[src/rtl/aes_pkg.sv]
// Shared AES loader definitions: block geometry and the loader FSM encoding.
package aes_pkg;

    localparam int AES_BLOCK_BYTES = 16;
    localparam int AES_BLOCK_W     = 128;
    localparam int CNT_W           = $clog2(AES_BLOCK_BYTES);

    localparam logic [CNT_W-1:0] LAST_IDX = CNT_W'(AES_BLOCK_BYTES - 1);

    typedef enum logic {
        LOAD = 1'b0,
        HOLD = 1'b1
    } loader_state_t;

endpackage

[src/rtl/aes_byte_shreg.sv]
// Byte-wide shift register assembling a 128-bit field, first byte ending up in the top byte.
module aes_byte_shreg
    import aes_pkg::*;
(
    input  logic                   clk,
    input  logic                   clr,
    input  logic                   en,
    input  logic [7:0]             d,
    output logic [AES_BLOCK_W-1:0] q
);

    // clr together with en restarts the field with d as its first byte.
    always_ff @(posedge clk) begin
        if (clr && en) begin
            q <= {{(AES_BLOCK_W - 8){1'b0}}, d};
        end else if (clr) begin
            q <= '0;
        end else if (en) begin
            q <= {q[AES_BLOCK_W-9:0], d};
        end
    end

endmodule

[src/rtl/aes_in_loader.sv]
// Collects key and plaintext bytes into 128-bit fields and presents a key/data pair to the cipher core.
module aes_in_loader
    import aes_pkg::*;
#(
    parameter bit KEEP_KEY = 1'b1
) (
    input  logic                   clk,
    input  logic                   rst,
    input  logic                   in_valid,
    output logic                   in_ready,
    input  logic [7:0]             in_byte,
    input  logic                   in_sel,
    output logic                   out_valid,
    input  logic                   out_ready,
    output logic [AES_BLOCK_W-1:0] data_out,
    output logic [AES_BLOCK_W-1:0] key_out,
    output logic                   err,
    output logic                   fsm_state
);

    // Handshake: a byte moves when in_valid && in_ready at a rising edge; the pair
    // moves when out_valid && out_ready at a rising edge. Ready/valid outputs are registers.

    loader_state_t          state_q, state_d;
    logic [CNT_W-1:0]       cnt_q;
    logic                   field_sel_q;
    logic                   key_loaded_q;
    logic                   in_ready_q;
    logic                   out_valid_q;
    logic                   err_q;
    logic [AES_BLOCK_W-1:0] asm_q;
    logic [AES_BLOCK_W-1:0] full_block;
    logic                   unused_asm_msb;

    logic accept;
    logic mismatch;
    logic field_done;
    logic load_key;
    logic load_data;
    logic drop;
    logic handoff;

    // The oldest byte falls off the top as the 16th byte enters, so it is never read.
    assign full_block     = {asm_q[AES_BLOCK_W-9:0], in_byte};
    assign unused_asm_msb = ^asm_q[AES_BLOCK_W-1:AES_BLOCK_W-8];

    aes_byte_shreg u_shreg (
        .clk (clk),
        .clr (rst || mismatch),
        .en  (accept && !rst),
        .d   (in_byte),
        .q   (asm_q)
    );

    always_ff @(posedge clk) begin
        if (rst) begin
            state_q <= LOAD;
        end else begin
            state_q <= state_d;
        end
    end

    always_comb begin
        state_d    = state_q;
        accept     = 1'b0;
        mismatch   = 1'b0;
        field_done = 1'b0;
        load_key   = 1'b0;
        load_data  = 1'b0;
        drop       = 1'b0;
        handoff    = 1'b0;
        case (state_q)
            LOAD: begin
                accept = in_valid && in_ready_q;
                if (accept) begin
                    mismatch   = (cnt_q != '0) && (in_sel != field_sel_q);
                    field_done = !mismatch && (cnt_q == LAST_IDX);
                    if (field_done) begin
                        if (field_sel_q) begin
                            load_key = 1'b1;
                        end else if (key_loaded_q) begin
                            load_data = 1'b1;
                            state_d   = HOLD;
                        end else begin
                            drop = 1'b1;
                        end
                    end
                end
            end
            HOLD: begin
                if (out_ready) begin
                    handoff = 1'b1;
                    state_d = LOAD;
                end
            end
            default: state_d = LOAD;
        endcase
    end

    always_ff @(posedge clk) begin
        if (rst) begin
            cnt_q        <= '0;
            field_sel_q  <= 1'b0;
            key_loaded_q <= 1'b0;
            in_ready_q   <= 1'b1;
            out_valid_q  <= 1'b0;
            err_q        <= 1'b0;
            data_out     <= '0;
            key_out      <= '0;
        end else begin
            in_ready_q  <= (state_d == LOAD);
            out_valid_q <= (state_d == HOLD);
            err_q       <= mismatch || drop;
            if (accept) begin
                // A type change restarts the field with this byte as byte 0.
                if (mismatch) begin
                    cnt_q       <= CNT_W'(1);
                    field_sel_q <= in_sel;
                end else begin
                    cnt_q <= cnt_q + CNT_W'(1);
                    if (cnt_q == '0) begin
                        field_sel_q <= in_sel;
                    end
                end
            end
            if (load_key) begin
                key_out      <= full_block;
                key_loaded_q <= 1'b1;
            end
            if (load_data) begin
                data_out <= full_block;
            end
            if (handoff && !KEEP_KEY) begin
                key_loaded_q <= 1'b0;
            end
        end
    end

    assign in_ready  = in_ready_q;
    assign out_valid = out_valid_q;
    assign err       = err_q;
    assign fsm_state = state_q;

endmodule

[config.mk]
export PLATFORM = sky130hd
export DESIGN_NAME = aes_in_loader
export DESIGN_NICKNAME = d
export VERILOG_FILES = /design/src/rtl/aes_pkg.sv /design/src/rtl/aes_byte_shreg.sv /design/src/rtl/aes_in_loader.sv
export SDC_FILE = /design/constraint.sdc
export NUM_CORES = 1
export LEC_CHECK = 0
export ABC_CLOCK_PERIOD_IN_PS = 2000
export BUFFER_PORTS_ARGS = -buffer_cell sky130_fd_sc_hd__clkbuf_2
export CAP_MARGIN = 20
export CORE_MARGIN = 2
export CORE_UTILIZATION = 56
export CTS_BUF_LIST = sky130_fd_sc_hd__clkbuf_16
export CTS_CLUSTER_SIZE = 8
export DETAILED_ROUTE_END_ITERATION = 16
export GPL_ROUTABILITY_DRIVEN = 0
export HOLD_SLACK_MARGIN = 0.02
export PLACE_DENSITY_LB_ADDON = 0.1
export SYNTH_ARGS = -nofsm -noshare
export SYNTH_HDL_FRONTEND = slang
export SYNTH_SLANG_ARGS = --single-unit
[constraint.sdc]
create_clock -name clk -period 2 [get_ports clk]
set_input_delay 0.4 -clock clk [delete_from_list [all_inputs] [get_ports clk]]
set_output_delay 0.4 -clock clk [all_outputs]
set_load 0.005 [all_outputs]
* Word-level counts from Yosys, hierarchy flattened
Cells that the tools add are included.
Operators by class: add/sub/neg operators 1, equality and inequality tests 2, muxes and demuxes 25, bitwise gates (word level) 2, reduce and logical (&&, ||, !) cells 15
Operators by type and width (number):
- $mux 8 | 3
- $mux 1 | 20
- $logic_and 1x1->1 | 5
- $add 4x1->4 const B | 1
- $eq 4x4->1 const B | 1
- $logic_not 4->1 | 1
- $mux 4 | 1
- $reduce_bool 4->1 | 1
- $reduce_bool 3->1 | 1
- $logic_not 1->1 | 2
- $logic_or 1x1->1 | 2
- $not 1->1 | 2
- $pmux 1 s2 | 1
- $reduce_and 2->1 | 1
- $reduce_bool 2->1 | 1
- $reduce_or 2->1 | 1
- $ne 1x1->1 | 1
Storage, ports and cells: register bits 385, bits of input ports 13, output and inout bits 260, word-level logic and storage cells 55

* Depth between registers and ports, before layout
Gate-level depths: netlist of the first run.
word-level depth 8, mapped depth 8

* Hierarchy
Synthesis of the first run repeated with hierarchy kept, for this count alone.
Second synthesis, totals: cell total of the unflattened synthesis 1430, area total of the unflattened synthesis 15651.3 um^2
By module, submodules not included:
- aes_in_loader | instances 1, cells an instance 1024, area each 11008.1 um^2, seq. area each 5305.1 um^2
- aes_byte_shreg | instances 1, cells an instance 406, area each 4643.2 um^2, seq. area each 2642.5 um^2

* Least setup slack after synthesis of the first run
OpenSTA, ideal clock, no wires.
kind input to register, start point input rst, end point register u_shreg.q[0] (enable), setup time 0.334 ns, arrival 1.282 ns, required time 1.666 ns, path slack 0.384 ns, cell stages on the path 4, buffers on the path 3, cells stage by stage buf_2 -> buf_2 -> clkbuf_1 -> nand2b_1
Between the ends: cells in the longest elaborated chain, start to end 4, elaborated cells on any way between the ends 5, classes of those cells reduce/logical: 5
RTL lines:
- start: declaration | RTL line aes_in_loader.sv:8 | input logic rst,
- $logic_not 1->1 | RTL line aes_in_loader.sv:50 | .en (accept && !rst),
- $logic_and 1x1->1 | RTL line aes_in_loader.sv:50
- $logic_and 1x1->1 | RTL line aes_byte_shreg.sv:14 | if (clr && en) begin
- $reduce_bool 3->1 (no line) (*)
- end signal: assignment | RTL line aes_byte_shreg.sv:15 | q <= {{(AES_BLOCK_W - 8){1'b0}}, d};
- end signal: assignment | RTL line aes_byte_shreg.sv:19 | q <= {q[AES_BLOCK_W-9:0], d};
- end: declaration | RTL line aes_byte_shreg.sv:9 | output logic [AES_BLOCK_W-1:0] q
Every way passes the cells marked *; elsewhere a longest branch is shown, timed or not. A chain may end at the register's enable or synchronous reset.

* Worst setup path in the final report of the first run
start point register cnt_q[1], end point register data_out[20]
Between the ends: cells in the longest elaborated chain, start to end 7, elaborated cells on any way between the ends 8, classes of those cells eq/ne: 1; mux: 3; reduce/logical: 4
RTL lines:
- start: declaration | RTL line aes_in_loader.sv:25 | logic [CNT_W-1:0] cnt_q;
- start signal: assignment | RTL line aes_in_loader.sv:120 | cnt_q <= cnt_q + CNT_W'(1);
- $reduce_bool 4->1 | RTL line aes_in_loader.sv:76 | mismatch = (cnt_q != '0) && (in_sel != field_sel_q);
- $logic_and 1x1->1 | RTL line aes_in_loader.sv:76
- $logic_not 1->1 | RTL line aes_in_loader.sv:77 | field_done = !mismatch && (cnt_q == LAST_IDX);
- $logic_and 1x1->1 (*) | RTL line aes_in_loader.sv:77
- $mux 1 (*) | RTL line aes_in_loader.sv:78 | if (field_done) begin
- $mux 1 (*) | RTL line aes_in_loader.sv:75 | if (accept) begin
- $mux 1 (*) | RTL line aes_in_loader.sv:72 | case (state_q)
- end signal: assignment | RTL line aes_in_loader.sv:131 | data_out <= full_block;
- end: declaration | RTL line aes_in_loader.sv:15 | output logic [AES_BLOCK_W-1:0] data_out,
Marked as above.

==> reports/qor.csv, run 1 <==
stage,metric,value,unit
run_status,outcome,completed,
drt,num_vias,11500,
timing,fmax,0.566,GHz
cells_and_area,n_fill_cell,2224,
pwr,power,0.0162,W
timing,setup_viol_count_final,0,
worst_setup_path,end_kind,register,
drt,drt-initial-drc-count,767,
clocking,cts.htree.levels,2,
timing,tightest_slew,0.528,ns
cells_and_area,final_net_count,1786,
timing,period_share,0.883,
timing,rsz0062_at_grt,no,
synth,synth_area,0.0156,mm^2
synth,synth_edf_count,8,
drt,totalWireLength,36000,um
clocking,ctsHoldBuffers,0,
timing,fin_skew,0.0188,ns
grt,grt_pass1_vias,11300,
floorplanning,die_y,171,um
timing,relSlewSlack,0.648,
synth,ys_types,31,
grt,grt.total_usage,0.242,
cells_and_area,layout-drive-gt1-share,0.205,
drt,dr.pass1.iters,5,
floorplanning,start_util,0.565,
grt,antenna_found_initial,1,
cells_and_area,postLayoutCoreUtil,0.675,
timing,period_needed,1.77,ns
clocking,cts_made_buffers,54,
pwr,seq_power_share,0.479,
synth,synth-async-reset-ratio,0,
floorplanning,die_area,0.0291,mm^2
synth,ys_seq_area_frac,0.500,
grt,grt_max_degree,129,
drt,avgViaCountPerCell,5.33,
pwr,vdd_drop_max,609,uV
worst_setup_path,cp_top_family,simple AND/OR/NAND/NOR gates,
floorplanning,io_pins,273,
cells_and_area,fin_area,0.0186,mm^2
min_path,hold_path_class,input port to register,
clocking,post-cts-setup-buffer-count,0,
pwr,p_int,0.0128,W
timing,drv_slew,0,
grt,grt_pass1_wl,58200,um
floorplanning,core,0.0276,mm^2
clocking,clkLatencyLatePin,0.54,ns
synth,syn_avg_cell_area,10.0,um^2
clocking,root_buffer,clkbuf_16,
pwr,clock_power_share,0.482,
run,cap_viol_max_count,0,
synth,yosysWarnings,0,
pwr,p_leak,7.69,nW
synth,syn-instance-count,1549,
worst_setup_path,critPathLaunchType,register,
pwr,power.switching,0.00348,W
worst_setup_path,slowest_delay,0.38,ns
clocking,cts-resized-gates,0,
drt,drc_errors,0,
synth,synth_flop_cell,dfxtp_1,
pwr,switching_share,0.214,
drt,drtAntennaViolNets,0,
timing,setup-tns-final,0,ns
clocking,path_clk_slew,0.05,ns
worst_setup_path,crit_path_max_fanout,18,
clocking,cts_tree,built,
cells_and_area,multi_input_comb_area,0.00707,mm^2
clocking,cts.sinks,385,
worst_setup_path,crit_buf_inv,1,
cells_and_area,layout.area.seq,0.00779,mm^2
grt,grt_overflow_total,0,
placed_design,numPortBuffers,272,
worst_setup_path,crit_chain,ha_1 > and3_1 > and4_4 > buf_4 > mux2i_1,
pwr,power_density,873,mW/mm^2
timing,final_hold_viol_count,0,
worst_setup_path,worst_ep_required_time,2.46,ns
synth,synth_fp_nets,1564,
worst_setup_path,slowest_stage,dfxtp_1,
cells_and_area,area_delta_synth_final,19.4,%
timing,hold_slack,0.176,ns
worst_setup_path,arrival,2.23,ns
floorplanning,die_w,171,um
clocking,clock_path_buffers,3,
placed_design,dpl_cell_area,0.0172,mm^2
placed_design,post-dp-hpwl,23300,um
pwr,combPwrFrac,0.040,
floorplanning,rows,61,
worst_setup_path,critical_path_class,register to register,
drt,routedWlPerCell,16.7,um
synth,synth_seq_cells,385,
[worst register-to-register path, cell delays in order, from the launching register on]
cell and delay [ns]:
dfxtp_1 0.38, ha_1 0.18, and3_1 0.25, and4_4 0.29
buf_4 0.34, mux2i_1 0.25
[cell type report]
type,instances,share of cell area
inverter,12,0.00242
sequential,385,0.419
antenna,1,0.000135
tap,378,0.0254
clock inverter,7,0.00195
timing repair buffer,303,0.0964
clock buffer,55,0.0740
multi-input combinational,1015,0.381
[sequential cells by signal, summed over array words and instances, names as in the netlist]
name and cells:
field_sel_q 1, data_out 128, key_loaded_q 1, in_ready 1, cnt_q 4, err 1, out_valid 1, key_out 128
u_shreg.q 120
[path summary, 6_finish.rpt]
kind / slack (ns) / endpoint / cells past startpoint / start
hold reg to reg: 0.45 / u_shreg.q[115] / 2 / u_shreg.q[115]
setup / recovery: 0.23 / data_out[20] / 5 / cnt_q[1]
hold / removal: 0.18 / out_valid / 3 / out_ready
setup reg to reg: 0.23 / data_out[20] / 5 / cnt_q[1]
[Yosys cell counts, drive strengths merged (2+ instances only)]
| library cell | count | share of area |
|---|---|---|
| buf | 49 | 0.022 |
| nand4 | 2 | 0.00080 |
| and4 | 2 | 0.0011 |
| a21oi | 118 | 0.038 |
| nor2 | 2 | 0.00048 |
| dfxtp | 377 | 0.49 |
| mux2i | 256 | 0.16 |
| o211ai | 114 | 0.055 |
| ha | 2 | 0.0016 |
| clkbuf | 88 | 0.021 |
| inv | 12 | 0.0029 |
| nand2b | 387 | 0.16 |
| nand3 | 3 | 0.00096 |
| nand2 | 116 | 0.028 |
| edfxtp | 8 | 0.015 |
[power groups by stage]
stage                     sequential [W]  combinational [W]  clock [W]
after global routing             0.00776           0.000696    0.00828
after CTS                        0.00777           0.000641    0.00797
after floorplan                  0.00791           0.000479          0
after detailed placement         0.00792           0.000641          0
final                            0.00777           0.000644    0.00782
after global placement           0.00792           0.000638          0
[kinds of logic (layout without fill, tap and decap cells)]
logic type / Yosys count / in the layout / synth area share
simple gates: 519 / 519 / 0.190
xor+xnor: 1 / 1 / 0.00105
flops: 385 / 385 / 0.500
mux: 256 / 256 / 0.165
other cells: 0 / 1 / 0
buf+inv: 149 / 377 / 0.0465
compound gates: 237 / 237 / 0.0954
fa+ha+maj: 2 / 2 / 0.00161
[per-stage QoR]
stage / cells / worst slack, ns
6_report: 2156 / 0.233
5_1_grt: 2156 / 0.114
4_1_cts: 2155 / 0.231
3_5_place_dp: 2093 / 0.244
3_3_place_gp: 2093 / 0.326
2_1_floorplan: 1549 / 0.384
[routing by layer]
metal,up-vias,track usage,share of wire
met5,-,0,0
met4,0,0.0621,0.018
met3,44,0.0490,0.054
met2,302,0.389,0.46
met1,5483,0.333,0.46
li1,5657,-,-
[cell usage in the layout, fill, tap and decap left out, types with 2 or more instances in the layout]
| cell | Yosys | routed |
|---|---|---|
| nand2b_1 | 387 | 387 |
| dfxtp_1 | 377 | 377 |
| clkbuf_2 | 0 | 271 |
| mux2i_1 | 256 | 256 |
| a21oi_1 | 118 | 118 |
| nand2_1 | 116 | 116 |
| o211ai_1 | 114 | 114 |
| clkbuf_16 | 0 | 55 |
| inv_1 | 12 | 17 |
| buf_4 | 14 | 16 |
| buf_12 | 0 | 15 |
| edfxtp_1 | 8 | 8 |
| nand3_1 | 3 | 3 |
| nor2_1 | 2 | 2 |
| nand4_1 | 2 | 2 |
| ha_1 | 2 | 2 |
No activity file was read; power rests on OpenSTA's default activity.
==> run 2: changes to the inputs <==
==> constraint.sdc (replaced) <==
create_clock -name clk -period 2 [get_ports clk]
set_input_delay 0.2 -clock clk [delete_from_list [all_inputs] [get_ports clk]]
set_output_delay 0.2 -clock clk [all_outputs]
set_load 0.005 [all_outputs]
==> run 2 against run 1 <==
Hold slack got worse by 0.13 ns. Non-clock buffer count grew 10. Utilization rose by 0.72 points. Cell count is 0.42% higher. Combinational power grew 7.1%. Sequential share of layout area decreased by 0.44 points. Sequential power hardly changed. Cell area up 1.1%. Routed wire length grew 0.86%. Count of clock-buffer cells in the layout increased by 2. First-iteration DRC count is 8.0% lower. Largest cell class unchanged. Critical path depth grew 1.
==> reports/qor.csv, run 2 (synthesized netlist as in run 1, its figures left out) <==
stage,metric,value,unit,change
grt,grt_overflow_total,0,,unchanged
timing,relSlewSlack,0.544,,-0.104
run_status,outcome,completed,,
grt,grt.total_usage,0.243,,+0.00102
floorplanning,io_pins,273,,unchanged
cells_and_area,layout.area.seq,0.00779,mm^2,unchanged
timing,period_needed,1.78,ns,+0.0127 ns
drt,wl_met2,17000,um,+1.7%
cells_and_area,layout-drive-gt1-share,0.205,,-0.000590
placed_design,dpl_cell_area,0.0172,mm^2,+0.36%
drt,wl_met3,2060,um,+5.2%
drt,avgViaCountPerCell,5.33,,about the same
floorplanning,start_util,0.565,,unchanged
cells_and_area,largestRegisters,"data_out (128), key_out (128), u_shreg.q (120)",,
worst_setup_path,critPathLaunchType,register,,
pwr,power.switching,0.00351,W,+0.94%
cells_and_area,final_net_count,1796,,+0.56%
clocking,cts-resized-gates,0,,unchanged
drt,drtAntennaViolNets,0,,unchanged
floorplanning,die_y,171,um,unchanged
placed_design,place_ws,0.231,ns,-0.0131 ns
cells_and_area,fin_cells,2165,,+0.42%
pwr,power_density,876,mW/mm^2,+0.30%
worst_setup_path,crit_path_max_fanout,27,,+9
min_path,hold_path_class,input port to register,,
timing,fin_skew,0.0207,ns,+0.00189 ns
pwr,p_int,0.0129,W,+1.5%
grt,grt_pass1_wl,58200,um,about the same
pwr,p_leak,7.76,nW,+1.0%
floorplanning,rows,61,,unchanged
clocking,root_buffer,clkbuf_16,,
clocking,cts.htree.levels,2,,unchanged
worst_setup_path,arrival,2.24,ns,about the same
cells_and_area,n_fill_cell,2200,,-1.1%
pwr,vdd_drop_max,590,uV,-3.2%
cells_and_area,multi_input_comb_area,0.00707,mm^2,unchanged
clocking,clkLatencyLatePin,0.55,ns,about the same
cells_and_area,final_cell_mix,"387 x nand2b_1, 377 x dfxtp_1, 271 x clkbuf_2",,
clocking,clock_path_buffers,3,,unchanged
timing,final_hold_viol_count,0,,unchanged
worst_setup_path,end_kind,register,,
drt,routedWlPerCell,16.8,um,+0.44%
floorplanning,core,0.0276,mm^2,unchanged
pwr,clock_power_share,0.486,,+0.004
pwr,combPwrFrac,0.042,,+0.002
worst_setup_path,worst_ep_required_time,2.46,ns,about the same
timing,drv_slew,0,,unchanged
clocking,cts_tree,built,,
timing,setup-tns-final,0,ns,unchanged
drt,met1_length,16500,um,-1.4%
pwr,seq_power_share,0.472,,-0.007
drt,totalWireLength,36300,um,+0.86%
timing,period_share,0.890,,+0.00633
timing,tightest_slew,0.684,ns,+0.155 ns
timing,fin_ws,0.221,ns,-0.0127 ns
placed_design,post-dp-hpwl,23400,um,+0.49%
placed_design,numPortBuffers,272,,unchanged
drt,drc_errors,0,,unchanged
grt,antenna_found_initial,0,,-1
timing,rsz0062_at_grt,no,,
clocking,cts.sinks,385,,unchanged
drt,drt-initial-drc-count,706,,-8.0%
drt,topRoutingLayerUsed,met4,,
worst_setup_path,critical_path_class,register to register,,
cells_and_area,n_antenna_cell,0,,-1
drt,dr.pass1.iters,5,,unchanged
floorplanning,die_area,0.0291,mm^2,unchanged
clocking,cts_made_buffers,54,,unchanged
placed_design,place_inst,2093,,unchanged
cells_and_area,final_common_cell,nand2b_1,,
timing,setup_viol_count_final,0,,unchanged
pwr,switching_share,0.213,,-0.000889
floorplanning,die_w,171,um,unchanged
cells_and_area,fin_area,0.0188,mm^2,+1.1%
timing,fmax,0.562,GHz,-0.71%
grt,grt_pass1_vias,11400,,+0.65%
clocking,path_clk_slew,0.05,ns,about the same
cells_and_area,area_delta_synth_final,20.7,%,
drt,num_vias,11500,,+0.51%
grt,grt_max_degree,107,,-17%
run,cap_viol_max_count,0,,unchanged
run 2: worst max-delay path, cell delays in order, from the launching register on:
cell     delay [ns]
dfxtp_1        0.34
ha_1           0.21
and3_1         0.23
nand4_1        0.17
buf_12         0.25
buf_12         0.26
mux2i_1        0.24
run 2: repair_timing:
action	CTS	global route
hold buffers	10	0
endpoints found under the setup margin	0	0
setup buffers	0	0
hold endpoints to repair	27	0
run 2: power by group through the flow:
| stage | Clock, W | Sequential, W | Combinational (W) |
|---|---|---|---|
| after detailed placement | 0 | 0.00792 | 0.000672 |
| after floorplan | 0 | 0.00791 | 0.000479 |
| final | 0.00799 | 0.00777 | 0.000690 |
| after global routing | 0.00845 | 0.00776 | 0.000744 |
| after CTS | 0.00813 | 0.00777 | 0.000690 |
| after global placement | 0 | 0.00792 | 0.000670 |
run 2: cell type report:
class                      instances  area share
multi-input combinational       1015       0.377
clock buffer                      57      0.0759
sequential                       385       0.415
tap                              378      0.0252
inverter                          12     0.00240
clock inverter                     5     0.00127
timing repair buffer             313       0.104
run 2: path summary, 6_finish.rpt:
kind                  start             end  slack (ns)  cells past startpoint
min                     rst   u_shreg.q[99]        0.04                      2
max reg2reg        cnt_q[1]     key_out[44]        0.22                      6
max                cnt_q[1]     key_out[44]        0.22                      6
min reg2reg  u_shreg.q[119]  u_shreg.q[119]        0.45                      2
run 2: per-stage QoR:
stage / power (W) / util / hold slack [ns]
2_1_floorplan: 0.00839 / - / 0.336
3_3_place_gp: 0.00859 / 0.625 / 0.440
3_5_place_dp: 0.00859 / 0.625 / 0.446
4_1_cts: 0.0166 / 0.682 / 0.0340
5_1_grt: 0.0170 / 0.682 / 0.0554
6_report: 0.0165 / 0.682 / 0.0448
run 2: metal layers:
metal,up-vias,GRT usage
met5,-,0
met4,0,0.0825
met3,62,0.0495
met2,302,0.390
met1,5503,0.327
li1,5678,-
